[config.mk]
export PLATFORM = sky130hd
export DESIGN_NAME = sao_stat_accum
export DESIGN_NICKNAME = d
export VERILOG_FILES = /design/src/rtl/sao_stat_accum.sv
export SDC_FILE = /design/constraint.sdc
export NUM_CORES = 2
export LEC_CHECK = 0
export ABC_CLOCK_PERIOD_IN_PS = 3200
export CAP_MARGIN = 20
export CORE_MARGIN = 5
export CORE_UTILIZATION = 50
export CTS_CLUSTER_SIZE = 12
export DETAILED_ROUTE_END_ITERATION = 12
export PLACE_DENSITY = 0.83
export SLEW_MARGIN = 20
export SYNTH_ARGS = -nofsm -noshare
export SYNTH_HDL_FRONTEND = slang
export SYNTH_SLANG_ARGS = --single-unit
[constraint.sdc]
create_clock -name clk_slow -period 3.2 [get_ports clk_slow]
set_input_delay 0.48 -clock clk_slow [delete_from_list [all_inputs] [get_ports clk_slow]]
set_output_delay 0.48 -clock clk_slow [all_outputs]
set_load 0.02 [all_outputs]
[src/rtl/sao_stat_accum.sv]
// Per-CTU SAO EO/BO statistics accumulator with stage-2 hand-off strobe.
// Optional: SAO_STAT_SAT_EN makes sums/counts saturate instead of wrap.
module sao_stat_accum #(
  parameter int diff_clip_bit    = 4,
  parameter int n_category       = 4,
  parameter int n_category_bo    = 8,
  parameter int num_pix_CTU_log2 = 5,
  parameter int num_accu_len     = num_pix_CTU_log2*2-1,
  parameter int n_eo_type        = 4
) (
  input  logic                       clk_slow,
  input  logic                       arst_n,
  input  logic                       rst_n,
  input  logic                       smp_vld,
  output logic                       smp_rdy,
  input  logic                       smp_last,
  input  logic [1:0]                 smp_cIdx,
  input  logic signed [diff_clip_bit:0] smp_diff,
  input  logic [3*n_eo_type-1:0]     eo_cat,
  input  logic                       bo_hit,
  input  logic [2:0]                 bo_idx,
  input  logic                       dc_busy,
  output logic                       able_to_pass,
  output logic                       end_of_luma_st,
  output logic                       end_of_chroma_st,
  output logic [1:0]                 cIdx_st,
  output logic signed [num_accu_len+diff_clip_bit:0]
    sum_blk_CTU [n_eo_type][n_category],
  output logic [num_accu_len:0]
    num_blk_CTU [n_eo_type][n_category],
  output logic signed [num_accu_len+diff_clip_bit:0]
    sum_blk_CTU_bo [n_category_bo],
  output logic [num_accu_len:0]
    num_blk_CTU_bo [n_category_bo]
);

  localparam int SW = num_accu_len + diff_clip_bit + 1;
  localparam int CW = num_accu_len + 1;
  localparam int SW1 = SW + 1;

  typedef enum logic [1:0] {
    S_ACC, S_WAIT, S_PASS, S_HOLD
  } state_t;

  state_t state, state_nx;
  logic   accept;
  logic   clr;

  function automatic logic signed [SW-1:0] add_sum(
    input logic signed [SW-1:0]            a,
    input logic signed [diff_clip_bit:0]   d
  );
`ifdef SAO_STAT_SAT_EN
    logic signed [SW:0] s;
    s = {a[SW-1], a} + SW1'(d);
    if (s[SW] != s[SW-1])
      return s[SW] ? {1'b1, {(SW-1){1'b0}}}
                   : {1'b0, {(SW-1){1'b1}}};
    return s[SW-1:0];
`else
    return a + SW'(d);
`endif
  endfunction

  function automatic logic [CW-1:0] add_cnt(
    input logic [CW-1:0] a
  );
`ifdef SAO_STAT_SAT_EN
    return (&a) ? a : a + CW'(1);
`else
    return a + CW'(1);
`endif
  endfunction

  assign smp_rdy = (state == S_ACC);
  assign accept  = smp_vld && smp_rdy;
  // Clear on the HOLD->ACC edge, after stage 2 has copied the totals
  assign clr     = !rst_n || (state == S_HOLD);

  always_ff @(posedge clk_slow or negedge arst_n) begin
    if (!arst_n)     state <= S_ACC;
    else if (!rst_n) state <= S_ACC;
    else             state <= state_nx;
  end

  always_comb begin
    state_nx         = state;
    able_to_pass     = 1'b0;
    end_of_luma_st   = 1'b0;
    end_of_chroma_st = 1'b0;
    unique case (state)
      S_ACC:
        if (accept && smp_last)
          state_nx = dc_busy ? S_WAIT : S_PASS;
      S_WAIT:
        if (!dc_busy) state_nx = S_PASS;
      S_PASS: begin
        state_nx         = S_HOLD;
        able_to_pass     = 1'b1;
        end_of_luma_st   = (cIdx_st == 2'd0);
        end_of_chroma_st = (cIdx_st != 2'd0);
      end
      S_HOLD:
        state_nx = S_ACC;
      default:
        state_nx = S_ACC;
    endcase
  end

  always_ff @(posedge clk_slow or negedge arst_n) begin
    if (!arst_n)
      cIdx_st <= 2'd0;
    else if (!rst_n)
      cIdx_st <= 2'd0;
    else if (accept && smp_last)
      cIdx_st <= smp_cIdx;
  end

  always_ff @(posedge clk_slow or negedge arst_n) begin
    if (!arst_n) begin
      for (int t = 0; t < n_eo_type; t++)
        for (int c = 0; c < n_category; c++) begin
          sum_blk_CTU[t][c] <= '0;
          num_blk_CTU[t][c] <= '0;
        end
      for (int b = 0; b < n_category_bo; b++) begin
        sum_blk_CTU_bo[b] <= '0;
        num_blk_CTU_bo[b] <= '0;
      end
    end else if (clr) begin
      for (int t = 0; t < n_eo_type; t++)
        for (int c = 0; c < n_category; c++) begin
          sum_blk_CTU[t][c] <= '0;
          num_blk_CTU[t][c] <= '0;
        end
      for (int b = 0; b < n_category_bo; b++) begin
        sum_blk_CTU_bo[b] <= '0;
        num_blk_CTU_bo[b] <= '0;
      end
    end else if (accept) begin
      for (int t = 0; t < n_eo_type; t++)
        for (int c = 0; c < n_category; c++)
          if (eo_cat[3*t +: 3] == 3'(c + 1)) begin
            sum_blk_CTU[t][c] <=
              add_sum(sum_blk_CTU[t][c], smp_diff);
            num_blk_CTU[t][c] <=
              add_cnt(num_blk_CTU[t][c]);
          end
      for (int b = 0; b < n_category_bo; b++)
        if (bo_hit && bo_idx == 3'(b)) begin
          sum_blk_CTU_bo[b] <=
            add_sum(sum_blk_CTU_bo[b], smp_diff);
          num_blk_CTU_bo[b] <=
            add_cnt(num_blk_CTU_bo[b]);
        end
    end
  end

endmodule

### Word level (Yosys, flattened, before mapping)

Index checks and enable logic that the tools add are counted.

| word-level totals | value |
|---|---|
| register bits after elaboration | 580 |
| input port bits | 29 |
| output and inout port bits | 582 |
| logic and storage cells | 259 |

| cells by class | value |
|---|---|
| add/subtract/negate cells | 48 |
| equality and inequality tests | 29 |
| mux-type cells | 66 |
| reduce and logical (&&, ||, !) cells | 66 |

Operator list:

| kind | count |
|---|---|
| $mux W224 | 2 |
| $add A14 B5 Y14 | 24 |
| $mux W14 | 24 |
| $mux W160 | 2 |
| $add A10 B1 Y10 const B | 24 |
| $mux W10 | 24 |
| $mux W112 | 2 |
| $mux W80 | 2 |
| $reduce_bool A2 Y1 | 26 |
| $reduce_and A2 Y1 | 25 |
| $eq A3 B2 Y1 const B | 10 |
| $eq A3 B3 Y1 const B | 8 |
| $eq A3 B1 Y1 const B | 5 |
| $mux W2 | 6 |
| $logic_and A1 B1 Y1 | 10 |
| $pmux W2 S4 | 1 |
| $eq A2 B2 Y1 const B | 2 |
| $logic_not A2 Y1 | 2 |
| $logic_not A3 Y1 | 1 |
| $mux W1 | 3 |
| $ne A3 B2 Y1 const B | 1 |
| $ne A3 B3 Y1 const B | 1 |
| $eq A2 B1 Y1 const B | 1 |
| $ne A2 B1 Y1 const B | 1 |
| 2 further kinds | 2 |

### Logic depth before layout (Yosys ltp)

| depth | value |
|---|---|
| word-level depth | 6 |
| mapped depth | 11 |
| mapped depth without buffers | 11 |

### Worst setup path after synthesis

No wires, ideal clock.

| timing | value |
|---|---|
| kind | in2reg |
| from | in smp_diff[0] |
| to | reg sum_blk_CTU[110] (netlist name) |
| setup time | 0.136 ns |
| arrival time | 2.534 ns |
| required time | 3.064 ns |
| path slack | 0.529 ns |
| stages | 10 |
| buffers on the path | 0 |
| cells stage by stage | ha_1 fa_1 a21o_1 a21oi_2 o21bai_1 a2111oi_2 o31ai_1 or3_1 nand3_1 a21oi_1 |

| between the ends | value |
|---|---|
| longest elaborated chain between the ends | 4 |

Ends and longest elaborated chain:

| element | RTL line | source |
|---|---|---|
| from (decl) | 18 | `input logic signed [diff_clip_bit:0] smp_diff,` |
| $add A14 B5 Y14 | 61 | `return a + SW'(d);` |
| $mux W14 | 143 | `if (eo_cat[3*t +: 3] == 3'(c + 1)) begin` |
| $mux W224 | 140 | `end else if (accept) begin` |
| $mux W224 | 130 | `end else if (clr) begin` |
| to (signal, indexed assignment) | 144 | `sum_blk_CTU[t][c] <=` |
| to (decl) | 28 | `sum_blk_CTU [n_eo_type][n_category],` |

Every way passes these cells. The select of a mux whose other input is x is not followed.
A chain may end at the register's enable or synchronous reset.

### Worst setup path in the final report

| timing | value |
|---|---|
| from | reg state[0] |
| to | reg num_blk_CTU_bo[51] (netlist name) |

| between the ends | value |
|---|---|
| longest elaborated chain between the ends | 4 |
| elaborated cells between the ends (all ways) | 8 |
| classes of those cells | eq/ne (1); mux (1); reduce/logical (6) |

Ends and longest elaborated chain:

| element | RTL line | source |
|---|---|---|
| from (decl) | 45 | `state_t state, state_nx;` |
| from (signal assigned) | 83 | `else state <= state_nx;` |
| $eq A2 B2 Y1 or $logic_not A2 Y1 (tied branches) | 78, 75 |  |
| $logic_or A1 B1 Y1 or $logic_and A1 B1 Y1 (tied branches) | 78, 76 |  |
| $reduce_bool A2 Y1 (no line) | -- |  |
| $reduce_and A2 Y1 (no line) | -- |  |
| to (signal, indexed assignment) | 153 | `num_blk_CTU_bo[b] <=` |
| to (decl) | 34 | `num_blk_CTU_bo [n_category_bo]` |

Several ways; a longest one is shown, not always the timed one.

==> summary.md <==
| Metric | Value |
|---|---|
| CP Capture Type | `flip-flop` |
| All-Layer GR Usage | `28.2%` |
| Area Growth Syn to Fin | `28.6%` |
| Initial drt markers | `2093` |
| Simple-Gate Fraction of Synth Area | `17.4%` |
| RSZ-0062 raised after global routing | `false` |
| Number of remaining DRC errors | `0` |
| Post-layout min period | `2.92 ns` |
| Period Utilization, post-route | `91.4%` |
| Clock Skews | `0.0278 ns` |
| PostCTS Resize Cnt | `0` |
| Post-synth EDFFs | `0` |
| Worst setup SP type | `flip-flop` |
| Initial Util | `50.2%` |
| Ys async rst share | `100%` |
| Initial antenna violation count | `1` |
| Critical path's largest stage delay | `0.81 ns` |
| Syn nets | `4442` |
| TritonCTS clock tree | `done` |
| Peak VDD IR | `592 uV` |
| Share of cells above drive strength 1 | `7.01%` |
| Largest net degree at the start of global routing | `96` |
| Hold Path Cell Cnt | `3` |
| Hold buffers post-CTS | `1` |
| Netlist cell types | `76` |
| Largest family of logic cells by synthesized area | `simple AND/OR/NAND/NOR gates` |
| Crit Path Class | `reg -> reg` |
| Critical Path Start | `state[0]$_DFFE_PN0P_` |
| H-tree depth | `3` |
| R2R Setup Slk | `0.28 ns` |
| Status | `finished, final reports clean` |
| Die extent in x | `283 um` |
| Mean Syn Cell Area | `9.19 um^2` |
| Top Family by Delay on Critical Path | `simple AND/OR/NAND/NOR gates` |
| Clk root buf | `clkbuf_16` |
| Crit Path Max Fanout | `15` |
| Slew headroom | `26.7%` |
| Clock-pin slew on the worst setup and hold paths | `0.06 ns` |
| Vias in the first global route | `33000` |
| FF-to-FF End | `num_blk_CTU_bo[51]$_DFFE_PN0P_` |
| Total chip power | `19.9 mW` |
| Synth top area cells | `dfrtp_1, ha_1, a21oi_1` |
| Critical Path RT | `3.72 ns` |
| Compound-Gate Fraction of Synth Area | `17.4%` |
| # Post-CTS Setup Buffers | `0` |
| Total negative slack | `0 ns` |
| CP Buf/Inv Count | `3` |
| Post-synth top area cell | `dfrtp_1` |
| Leakage | `21.9 nW` |
| Worst r2r path cells | `8` |
| Fin nets | `5131` |
| Gp weighted congestion | `0.941` |
| Clk_lat worst skew | `0.61 ns` |
| Slowest CP cell | `nor2_1` |
| Port Buffers | `610` |
| YS warnings | `0` |
| Post-Route WL | `116 mm` |
| Max clock buf depth | `3` |
| Gr ovfl total | `0` |
| Max Cap Viol | `0` |
| Ports | `611` |
| Hold Fails Final Rpt | `0` |
| Most used cell, CP | `buf_4` |
| WL/cell | `20.2 um` |
| DR vias | `33500` |
| Path category of the worst min-delay check | `in -> reg` |
| Global-route wire length before repair | `182 mm` |
| CP Cell Sequence | `inv_1 -> ha_1 -> nand2_2 -> buf_4 -> nor3_2 -> buf_4 -> nor2_1 -> a22o_1` |
| Post-Synth XOR/XNOR Area | `10.5%` |
| Register area share after synthesis | `39.0%` |
| Post-Synth Adder-Cell Area | `12.7%` |
| Post-DP HPWL | `86.7 mm` |
| Top-count cell post-synth | `dfrtp_1` |
| Arrival time worst endpoint | `3.45 ns` |
| Synth Flop Type | `dfrtp_1` |
| Worst hold endpoint | `cIdx_st[1]$_DFFE_PN0P_` |
| Peak Freq | `342 MHz` |
| Core area | `74100 um^2` |
| Least-Margin Pin Slew | `1.09 ns` |
| Die ar. | `79900 um^2` |
| Die H | `283 um` |
| Synth Instances | `4049` |
| Yosys top cell area share | `39.0%` |
| Final Slew Violations | `0` |
| Std-Cell Rows | `100` |
| PwrDens | `415 nW/um^2` |
| DR pass1 iterations | `5` |
| Fillers | `5854` |
| Clock Sinks | `580` |
| Synthesized flop and latch total | `580` |
| Area of the mapped netlist | `37200 um^2` |
| CTS Buf Count | `69` |
| Antenna Nets Post-Route | `0` |
| Reg2reg start | `state[0]$_DFFE_PN0P_` |
| Via density | `5.82` |
| Final setup violation count | `0` |
| Most frequent cells after synthesis | `dfrtp_1, nand2_1, a21oi_1` |
| Critical hold path startpoint | `smp_cIdx[1]` |
| ANT cells | `0` |
| Multiplexer share of the synthesized area | `0.807%` |
[final cells by class]
class,instances,area (um^2),area share [%]
Clock buffer,99,2080,4.35
Clock inverter,25,324,0.677
Inverter,71,267,0.557
Multi-Input combinational cell,3260,21900,45.8
Sequential cell,580,14500,30.3
Tap cell,969,1210,2.53
Timing Repair Buffer,756,7510,15.7
[through the flow]
stage	worst slack [ns]	cells	hold WS (ns)	area (um^2)	utilization, %
CTS	0.297	5760	0.414	47800	64.6
floorplan	0.529	4049	0.184	37200	-
finish	0.276	5760	0.462	47800	64.6
global placement	0.0769	5635	0.511	45400	61.3
global route	0.110	5760	0.438	47800	64.6
detailed placement	0.00289	5635	0.511	45400	61.3
[worst max path at each step]
stage / end / slack [ns] / depth (start not counted)
2_1_floorplan: sum_blk_CTU[110]$_DFFE_PN0P_ / 0.53 / 10
3_3_place_gp: sum_blk_CTU[206]$_DFFE_PN0P_ / 0.08 / 12
3_5_place_dp: sum_blk_CTU[66]$_DFFE_PN0P_ / 0.003 / 12
4_1_cts: sum_blk_CTU_bo[72]$_DFFE_PN0P_ / 0.30 / 9
5_1_grt: num_blk_CTU_bo[51]$_DFFE_PN0P_ / 0.11 / 8
6_report: num_blk_CTU_bo[51]$_DFFE_PN0P_ / 0.28 / 8
[registers in the layout, summed over array words and instances (netlist names)]
register	cells
state	2
num_blk_CTU_bo	80
num_blk_CTU	160
sum_blk_CTU_bo	112
cIdx_st	2
sum_blk_CTU	224
[metal layers]
layer | global-route usage (%) | vias to the layer above | share of wire (%)
li1 | - | 15700 | -
met2 | 47.1 | 1107 | 48
met5 | 0 | - | 0
met4 | 11.5 | 0 | 4.3
met3 | 8.75 | 278 | 9.0
met1 | 34.2 | 16400 | 39
[cells in the final DEF, fill, tap and decap left out, types with 9 or more instances in the layout]
master	Yosys	routed
nor3_2	9	10
o21bai_1	54	54
or3_1	43	43
buf_4	2	121
ha_1	340	340
nand3_1	114	114
nor3_1	33	32
and2_1	12	12
mux2i_1	21	21
fa_1	24	24
nor2_1	360	359
dfrtp_1	580	580
a2111oi_2	10	10
a22o_1	70	70
o21ai_1	9	9
clkinv_2	0	10
a31oi_1	17	17
a21oi_1	424	424
clkbuf_16	0	71
a21o_1	101	101
and3_1	60	60
buf_12	0	25
inv_1	71	71
xnor2_1	210	210
nand2b_1	52	51
nand4_1	79	79
a211o_1	13	13
clkdlybuf4s50_1	0	604
o31ai_1	26	26
clkbuf_8	0	20
nand3b_1	10	10
o21ai_0	136	136
and4_1	17	17
nand2_1	565	565
nor2b_1	20	19
xor2_1	234	234
a311oi_1	9	9
a211oi_1	45	45
o21a_1	39	39
[power by group]
group	internal [mW]	switching, mW
sequential	7.52	0.200
clock	5.03	3.28
combinational	1.45	2.38
[logic make-up (layout without fill, tap and decap cells)]
kind of cell | count (synthesis) | in the layout
AND/OR/NAND/NOR | 1408 | 1408
AO/OA/AOI/OAI | 1015 | 1015
flip-flops | 580 | 580
XOR/XNOR | 444 | 444
adder cells (fa/ha/maj) | 364 | 364
buffers and inverters | 209 | 951
multiplexers | 29 | 29
[worst min-delay path, delay by kind of cell]
kind / cells / cell delay, ns
buffers and inverters: 1 / 0.39
AOI/OAI and AO/OA: 1 / 0.08
and+or+nand+nor: 1 / 0.07
Power figures use the tool's default switching activity.
